==> src/rtl/trace_drain_if.sv <==
// Output beat stream of the trace drain.
// The DUT drives through master; the sink uses slave.
interface trace_drain_if #(
  parameter int WORD_WIDTH = 32
) ();
  logic [WORD_WIDTH-1:0] word_o;
  logic                  word_valid_o;
  logic                  word_ready_i;
  logic                  word_last_o;

  modport master (
    output word_o,
    output word_valid_o,
    output word_last_o,
    input  word_ready_i
  );

  modport slave (
    input  word_o,
    input  word_valid_o,
    input  word_last_o,
    output word_ready_i
  );
endinterface

==> src/rtl/trace_drain.sv <==
// Buffers packed trace records in a FIFO and streams them out
// as WORD_WIDTH beats, LSW first, until lock is seen and drained.
module trace_drain #(
  parameter int TRACE_WIDTH = 96,
  parameter int WORD_WIDTH  = 32,
  parameter int FIFO_DEPTH  = 8
) (
  input  logic                   clk,
  input  logic                   rst_n,
  input  logic [TRACE_WIDTH-1:0] trace_data_i,
  input  logic                   trace_ready_i,
  input  logic                   trace_capture_enable_i,
  input  logic                   lock_i,
  trace_drain_if.master          word,
  output logic                   overflow_o,
  output logic [15:0]            dropped_count_o,
  output logic [31:0]            records_sent_o,
  output logic                   drained_o
);
  localparam int BEATS = TRACE_WIDTH / WORD_WIDTH;
  localparam int AW    = $clog2(FIFO_DEPTH);
  localparam int BW    = (BEATS > 1) ? $clog2(BEATS) : 1;
  localparam logic [BW-1:0] LAST_BEAT = BW'(BEATS - 1);
  localparam logic [BW-1:0] BEAT_ONE  = BW'(1);
  localparam logic [AW:0]   PTR_ONE   = (AW + 1)'(1);
  localparam logic          ONE_BEAT  = (BEATS == 1);

  typedef enum logic [1:0] {IDLE, SEND, DONE} state_t;

  state_t                 state;
  logic [TRACE_WIDTH-1:0] mem [FIFO_DEPTH];
  logic [AW:0]            wptr;
  logic [AW:0]            rptr;
  logic [TRACE_WIDTH-1:0] shreg;
  logic [TRACE_WIDTH-1:0] shifted;
  logic [TRACE_WIDTH-1:0] head;
  logic [BW-1:0]          beat;
  logic                   lock_q;
  logic                   empty;
  logic                   full;
  logic                   push_req;
  logic                   push;
  logic                   drop;
  logic                   pop;
  logic                   accept;
  logic                   last_acc;

  assign empty    = wptr == rptr;
  assign full     = (wptr[AW] != rptr[AW]) &&
                    (wptr[AW-1:0] == rptr[AW-1:0]);
  assign accept   = (state == SEND) && word.word_valid_o &&
                    word.word_ready_i;
  assign last_acc = accept && (beat == LAST_BEAT);
  assign pop      = !empty && ((state == IDLE) || last_acc);
  assign push_req = trace_ready_i && trace_capture_enable_i &&
                    (state != DONE);
  // A full FIFO still takes the record if the head leaves this cycle.
  assign push     = push_req && (!full || pop);
  assign drop     = push_req && !push;
  assign shifted  = shreg >> WORD_WIDTH;
  assign head     = mem[rptr[AW-1:0]];

  always_ff @(posedge clk) begin
    if (push) mem[wptr[AW-1:0]] <= trace_data_i;
  end

  always_ff @(posedge clk or negedge rst_n) begin
    if (!rst_n) begin
      state             <= IDLE;
      wptr              <= '0;
      rptr              <= '0;
      shreg             <= '0;
      beat              <= '0;
      lock_q            <= 1'b0;
      word.word_o       <= '0;
      word.word_valid_o <= 1'b0;
      word.word_last_o  <= 1'b0;
      overflow_o        <= 1'b0;
      dropped_count_o   <= '0;
      records_sent_o    <= '0;
      drained_o         <= 1'b0;
    end else begin
      lock_q <= lock_q | lock_i;
      if (push) wptr <= wptr + PTR_ONE;
      if (pop)  rptr <= rptr + PTR_ONE;
      if (drop) begin
        overflow_o <= 1'b1;
        if (dropped_count_o != 16'hFFFF)
          dropped_count_o <= dropped_count_o + 16'd1;
      end
      unique case (state)
        IDLE: begin
          // A record landing this cycle must be sent before DONE.
          if (empty && lock_q && !push) begin
            state     <= DONE;
            drained_o <= 1'b1;
          end
        end
        SEND: begin
          if (accept && !last_acc) begin
            beat             <= beat + BEAT_ONE;
            shreg            <= shifted;
            word.word_o      <= shifted[WORD_WIDTH-1:0];
            word.word_last_o <= (beat + BEAT_ONE) == LAST_BEAT;
          end else if (last_acc) begin
            records_sent_o    <= records_sent_o + 32'd1;
            word.word_o       <= '0;
            word.word_valid_o <= 1'b0;
            word.word_last_o  <= 1'b0;
            if (lock_q && !push) begin
              state     <= DONE;
              drained_o <= 1'b1;
            end else begin
              state <= IDLE;
            end
          end
        end
        DONE: ;
        default: state <= IDLE;
      endcase
      if (pop) begin
        state             <= SEND;
        shreg             <= head;
        beat              <= '0;
        word.word_o       <= head[WORD_WIDTH-1:0];
        word.word_valid_o <= 1'b1;
        word.word_last_o  <= ONE_BEAT;
        drained_o         <= 1'b0;
      end
    end
  end
endmodule

==> src/flat_wrapper.sv <==
// flat-port wrapper written by rule: the top's interface ports become plain ports
module trace_drain_flat 
#(
  parameter int TRACE_WIDTH = 96,
  parameter int WORD_WIDTH  = 32,
  parameter int FIFO_DEPTH  = 8
)
  (clk, rst_n, trace_data_i, trace_ready_i, trace_capture_enable_i, lock_i, overflow_o, dropped_count_o, records_sent_o, drained_o, word_word_o, word_word_valid_o, word_word_last_o, word_word_ready_i);
  trace_drain_if #(.WORD_WIDTH(WORD_WIDTH)) word_i ();
  input  logic clk;
  input  logic rst_n;
  input  logic [TRACE_WIDTH-1:0] trace_data_i;
  input  logic trace_ready_i;
  input  logic trace_capture_enable_i;
  input  logic lock_i;
  output logic overflow_o;
  output logic [15:0] dropped_count_o;
  output logic [31:0] records_sent_o;
  output logic drained_o;
  output wire logic [$bits(word_i.word_o)-1:0] word_word_o;
  output wire logic [$bits(word_i.word_valid_o)-1:0] word_word_valid_o;
  output wire logic [$bits(word_i.word_last_o)-1:0] word_word_last_o;
  input wire logic [$bits(word_i.word_ready_i)-1:0] word_word_ready_i;
  assign word_word_o = word_i.word_o;
  assign word_word_valid_o = word_i.word_valid_o;
  assign word_word_last_o = word_i.word_last_o;
  assign word_i.word_ready_i = word_word_ready_i;
  trace_drain #(.TRACE_WIDTH(TRACE_WIDTH), .WORD_WIDTH(WORD_WIDTH), .FIFO_DEPTH(FIFO_DEPTH)) u_core (.clk(clk), .rst_n(rst_n), .trace_data_i(trace_data_i), .trace_ready_i(trace_ready_i), .trace_capture_enable_i(trace_capture_enable_i), .lock_i(lock_i), .word(word_i), .overflow_o(overflow_o), .dropped_count_o(dropped_count_o), .records_sent_o(records_sent_o), .drained_o(drained_o));
endmodule
==> config.mk <==
export PLATFORM = sky130hd
export DESIGN_NAME = trace_drain_flat
export DESIGN_NICKNAME = d
export VERILOG_FILES = /design/src/rtl/trace_drain_if.sv /design/src/rtl/trace_drain.sv /design/src/flat_wrapper.sv
export SDC_FILE = /design/constraint.sdc
export NUM_CORES = 1
export LEC_CHECK = 0
export CORE_MARGIN = 8
export CORE_UTILIZATION = 57
export CTS_BUF_LIST = sky130_fd_sc_hd__clkbuf_4 sky130_fd_sc_hd__clkbuf_8 sky130_fd_sc_hd__clkbuf_16
export DETAILED_ROUTE_END_ITERATION = 8
export GPL_ROUTABILITY_DRIVEN = 1
export PLACE_DENSITY_LB_ADDON = 0.3
export SYNTH_ARGS = -nofsm -noshare
export SYNTH_HDL_FRONTEND = slang
export SYNTH_SLANG_ARGS = --single-unit
==> constraint.sdc <==
create_clock -name clk -period 13.9 [get_ports clk]
set_input_delay 3.475 -clock clk [delete_from_list [all_inputs] [get_ports clk]]
set_output_delay 3.475 -clock clk [all_outputs]
set_load 0.1 [all_outputs]
# Word-level counts from Yosys, hierarchy flattened
# Memory sizes are Yosys's and may differ from the RTL's.
# Index checks and enable logic that the tools add are counted.
# op_classes
add_sub_neg,5
n_eq_ne,15
mux,31
bitwise,2
n_reduce_logical,32
# ops
op,count
2-to-1 mux 96 bit,3
2-to-1 mux 32 bit,4
adder 32 x 1 -> 32 bit (second input constant),1
adder 16 x 1 -> 16 bit (second input constant),1
2-to-1 mux 2 bit,8
!= test 16 bit (second input constant),1
2-to-1 mux 1 bit,14
logical AND 1 bit,13
!= test 3 x 2 -> 1 bit (second input constant),3
adder 4 x 1 -> 4 bit (second input constant),2
equality test 2 bit (second input constant),3
case mux 2 bit (3 select lines),1
AND reduction 2 bit,3
AND reduction 3 bit,2
nonzero test 2 bit,3
nonzero test 3 bit,2
AND reduction 5 bit,1
equality test 4 bit,1
zero test 1 bit,4
!= test 2 x 1 -> 1 bit (second input constant),2
AND reduction 4 bit,1
equality test 3 bit,1
!= test 3 x 1 -> 1 bit (second input constant),1
adder 2 x 1 -> 2 bit (second input constant),1
8 further kinds,9
# word_totals
register_bits,193
ram_bits,768
input_bits,102
output_inout_bits,84
word_cells,99
memories,1
# memory_table
name,words,word_bits,rd,rd_clocked_by_memory_dff,write_ports,line_no,rtl
u_core.mem,8,96,1,0,1,trace_drain.sv:31,logic [TRACE_WIDTH-1:0] mem [FIFO_DEPTH];

# Longest topological paths before layout
# depth
depth_word,15
depth_mapped,9

# Worst setup path after synthesis
# Ideal clock, no wire load.
# synth_path
path_type,input-to-reg
startpoint,input port word_word_ready_i
endpoint,"memory u_core.mem[1][0], enable pin"
setup_ns,0.820
t_arrival_ns,14.113
required_ns,13.080
path_slack_ns,-1.033
path_stages,4
path_buffers,0
cell_sequence,nand3_2 > a21oi_2 > o21bai_2 > nor4b_1
# synth_via
elab_chain_len,8
# synth_lines
element,line_no,rtl
start: declaration,flat_wrapper.sv:23,input wire logic [$bits(word_i.word_ready_i)-1:0] word_word_ready_i;
logical AND 1 bit,trace_drain.sv:51,assign accept = (state == SEND) && word.word_valid_o &&
logical AND 1 bit,trace_drain.sv:53,assign last_acc = accept && (beat == LAST_BEAT);
logical OR 1 bit,trace_drain.sv:54,assign pop = !empty && ((state == IDLE) || last_acc);
logical AND 1 bit,trace_drain.sv:54,
logical OR 1 bit,trace_drain.sv:58,assign push = push_req && (!full || pop);
logical AND 1 bit,trace_drain.sv:58,
2-to-1 mux 1 bit,trace_drain.sv:64,if (push) mem[wptr[AW-1:0]] <= trace_data_i;
2-to-1 mux 1 bit (not written as such),trace_drain.sv:64,
end: declaration,trace_drain.sv:31,
# Every way passes these cells.

# Final worst setup path
# layout_path
startpoint,input port word_word_ready_i
endpoint,"memory u_core.mem[3][17], enable pin"
# The elaborated chain is that of the path after synthesis.

==> results.py <==
metrics = {
    "layout": {
        "finalNonFillerCells": 2849,
        "final_layout_size_suffix_gt1_share_pct": 22.7,
        "layout-area-overhead-vs-synth_pct": 16.9,
        "fillCellCount": 3924,
        "fin_nets": 2034,
        "final_cell_area_um2": 41500,
    },
    "sta": {
        "rsz0062_at_grt": "no",
        "holdWs_ns": 0.468,
        "worst_pin_slew_ns": 1.09,
        "period_needed_ns": 6.77,
        "slew_violations": 0,
        "slew_headroom_pct": 27.1,
        "fmaxAchievable_mhz": 148,
        "finalClockSkew_ns": 0.0189,
        "hold_violations": 0,
        "setup_ws_ns": 7.13,
        "period_share_pct": 48.7,
        "finalSetupViolCount": 0,
    },
    "logic_synthesis": {
        "syn_nets": 1816,
        "netlist_instances": 1708,
        "synth.area.top_cells": "edfxtp_1 65%, mux4_2 12%, dfrtp_1 11%",
        "synth_area_um2": 35500,
        "synth_most_common_cell": "edfxtp_1",
        "synth_common_cells": "768 x edfxtp_1, 192 x mux4_2, 161 x dfrtp_1",
        "netlist-cell-type-count": 50,
        "synth.top_cell.area_share_pct": 64.9,
        "synth_edf_count": 768,
        "syn_area_per_cell_um2": 20.8,
        "yosys.area.top_type": "edfxtp_1",
        "synth-seq-cells": 929,
        "async_reset_ff_share_pct": 17.3,
        "yosys_warnings": 0,
        "synth_seq_area_share_pct": 76.3,
        "synthFlopType": "edfxtp_1",
    },
    "place": {
        "place_ws_ns": 6.49,
        "placed_cells": 2670,
        "io_buffers": 185,
        "dp_hpwl_um": 42600,
        "place_area_um2": 38300,
        "place.gp.congestion": 0.785,
    },
    "drt": {
        "routed_via_density": 6.16,
        "dr.pass1.iters": 5,
        "vias": 17500,
        "post_drt_wl_per_cell_um": 26.6,
        "drtIter0Drc": 1772,
        "drt_drc_violations_left": 0,
        "finalWirelength_um": 75700,
        "postRouteAntennaNets": 0,
    },
    "floorplan": {
        "die_h_um": 266,
        "rows": 91,
        "die_w_um": 266,
        "start_util_pct": 57.5,
        "die-area_um2": 70500,
        "io_pins": 186,
        "core_um2": 61700,
    },
    "global_routing": {
        "grt_usage_pct": 21.5,
        "grt_pass1_wl_um": 115000,
        "grt_max_degree": 141,
        "first_global_vias": 18400,
        "overflow": 0,
        "antenna_found_initial": 10,
    },
    "clocking": {
        "cts.repair.resized": 0,
        "htreeDepth": 3,
        "clockBufferDepth": 3,
        "path_clk_slew_ns": 0.06,
        "post_cts_buffers": 0,
        "cts-root-buf": "clkbuf_16",
        "clock_latency_ns": 0.65,
        "clock-sinks": 929,
        "cts_buffers": 91,
        "cts_tree": "yes",
        "cts_hold_buf": 0,
    },
    "pwr": {
        "pwr_density_cell_nw_per_um2": 136,
        "totalPowerFinal_mw": 5.66,
        "ir_drop_mv": 0.114,
        "p_leak_nw": 13.6,
    },
    "job": {
        "maxCapViolations": 0,
    },
    "worst_setup_path": {
        "critPathLaunchType": "input port",
        "crit_fanout": 49,
        "end_kind": "flop",
        "criticalPathCategory": "in -> reg",
        "arrival_ns": 7.04,
        "worstPathRequired_ns": 14.17,
        "r2r_slack_ns": 9.76,
    },
    "status": {
        "status": "complete, no violations",
    },
    "min_path": {
        "hold_class": "reg -> reg",
    },
}
## critical path, cell delays in order
cell	delay, ns
clkdlybuf4s50_1	0.52
nand3_2	0.21
a21oi_2	0.49
o21bai_2	0.31
or2_1	0.36
nor3b_2	0.18
buf_4	0.65
buf_4	0.76
## routing by layer
metal  wire length, um  part of all wire (%)  GRT usage [%]  up-vias
li1                  -                     -              -     7445
met1             29500                    39           27.7     9287
met2             38600                    51           36.5      678
met3              5400                   7.1           4.52      127
met4              2110                   2.8           7.27        6
met5                41                 0.054              0        -
## per-stage QoR
stage | util (%) | TNS [ns]
2_1_floorplan | - | -218.30
3_3_place_gp | 62.0 | 0
3_5_place_dp | 62.0 | 0
4_1_cts | 67.2 | 0
5_1_grt | 67.3 | 0
6_report | 67.3 | 0
## cells by family after synthesis
family          synth area share [%]
compound gates                  3.08
xor+xnor                        1.37
fa+ha+maj                      0.211
buf+inv                         1.39
flops                           76.3
mux                             15.0
simple gates                    2.62
## cell type report
cell class	count	area [um^2]	share of cell area [%]
tap	837	1050	2.52
clock buffer	119	2530	6.10
sequential	929	27100	65.3
antenna	7	17.5	0.0422
inverter	7	26.3	0.0633
multi-input combinational	679	8000	19.3
clock inverter	53	684	1.65
timing repair buffer	218	2110	5.09
## report_power, final
part | switching, mW | leakage, nW | internal [mW]
Combinational | 0.0418 | 2.93 | 0.0256
Sequential | 0.00000000000000000504 | 9.12 | 3.02
Clock | 1.04 | 1.58 | 1.54
## layout by cell type, fill, tap and decap left out, types with 4 or more instances in the layout
cell	n
clkinv_2	15
clkbuf_4	21
xor2_1	11
and3_1	12
clkbuf_8	7
a221o_1	32
o21ai_0	37
edfxtp_1	768
clkdlybuf4s50_1	184
a22oi_1	32
nor3_2	4
inv_1	7
buf_4	32
mux4_2	192
mux2_2	5
nor3_1	4
dfrtp_1	158
nand2_1	27
inv_6	4
bufinv_16	13
clkinvlp_4	9
mux2i_1	96
xnor2_1	41
nor2_1	75
clkbuf_16	91
clkinv_1	8
a31o_2	33
ha_1	6
diode_2	7
nand3_1	16
nand4_1	20
## sequential cells by signal (all words and copies together) (netlist names), 2 cells and up
signal                  cells
u_core.beat                 2
u_core.dropped_count_o     16
u_core.mem                768
u_core.records_sent_o      32
u_core.rptr                 4
u_core.shreg               64
u_core.state                2
u_core.word.word_o         32
u_core.wptr                 4
## final timing paths
kind                                                start                        end  depth (start not counted)
worst max-delay path                    word_word_ready_i          u_core.mem[3][17]                          8
worst min-delay path            u_core.records_sent_o[31]  u_core.records_sent_o[31]                          1
worst max register to register             u_core.beat[0]          u_core.mem[3][17]                          9
worst min register to register  u_core.records_sent_o[31]  u_core.records_sent_o[31]                          1
max in group asynchronous                           rst_n           u_core.shreg[85]                          2
min in group asynchronous                           rst_n   u_core.records_sent_o[6]                          1
Note: power is estimated with default switching activity, not from simulation.
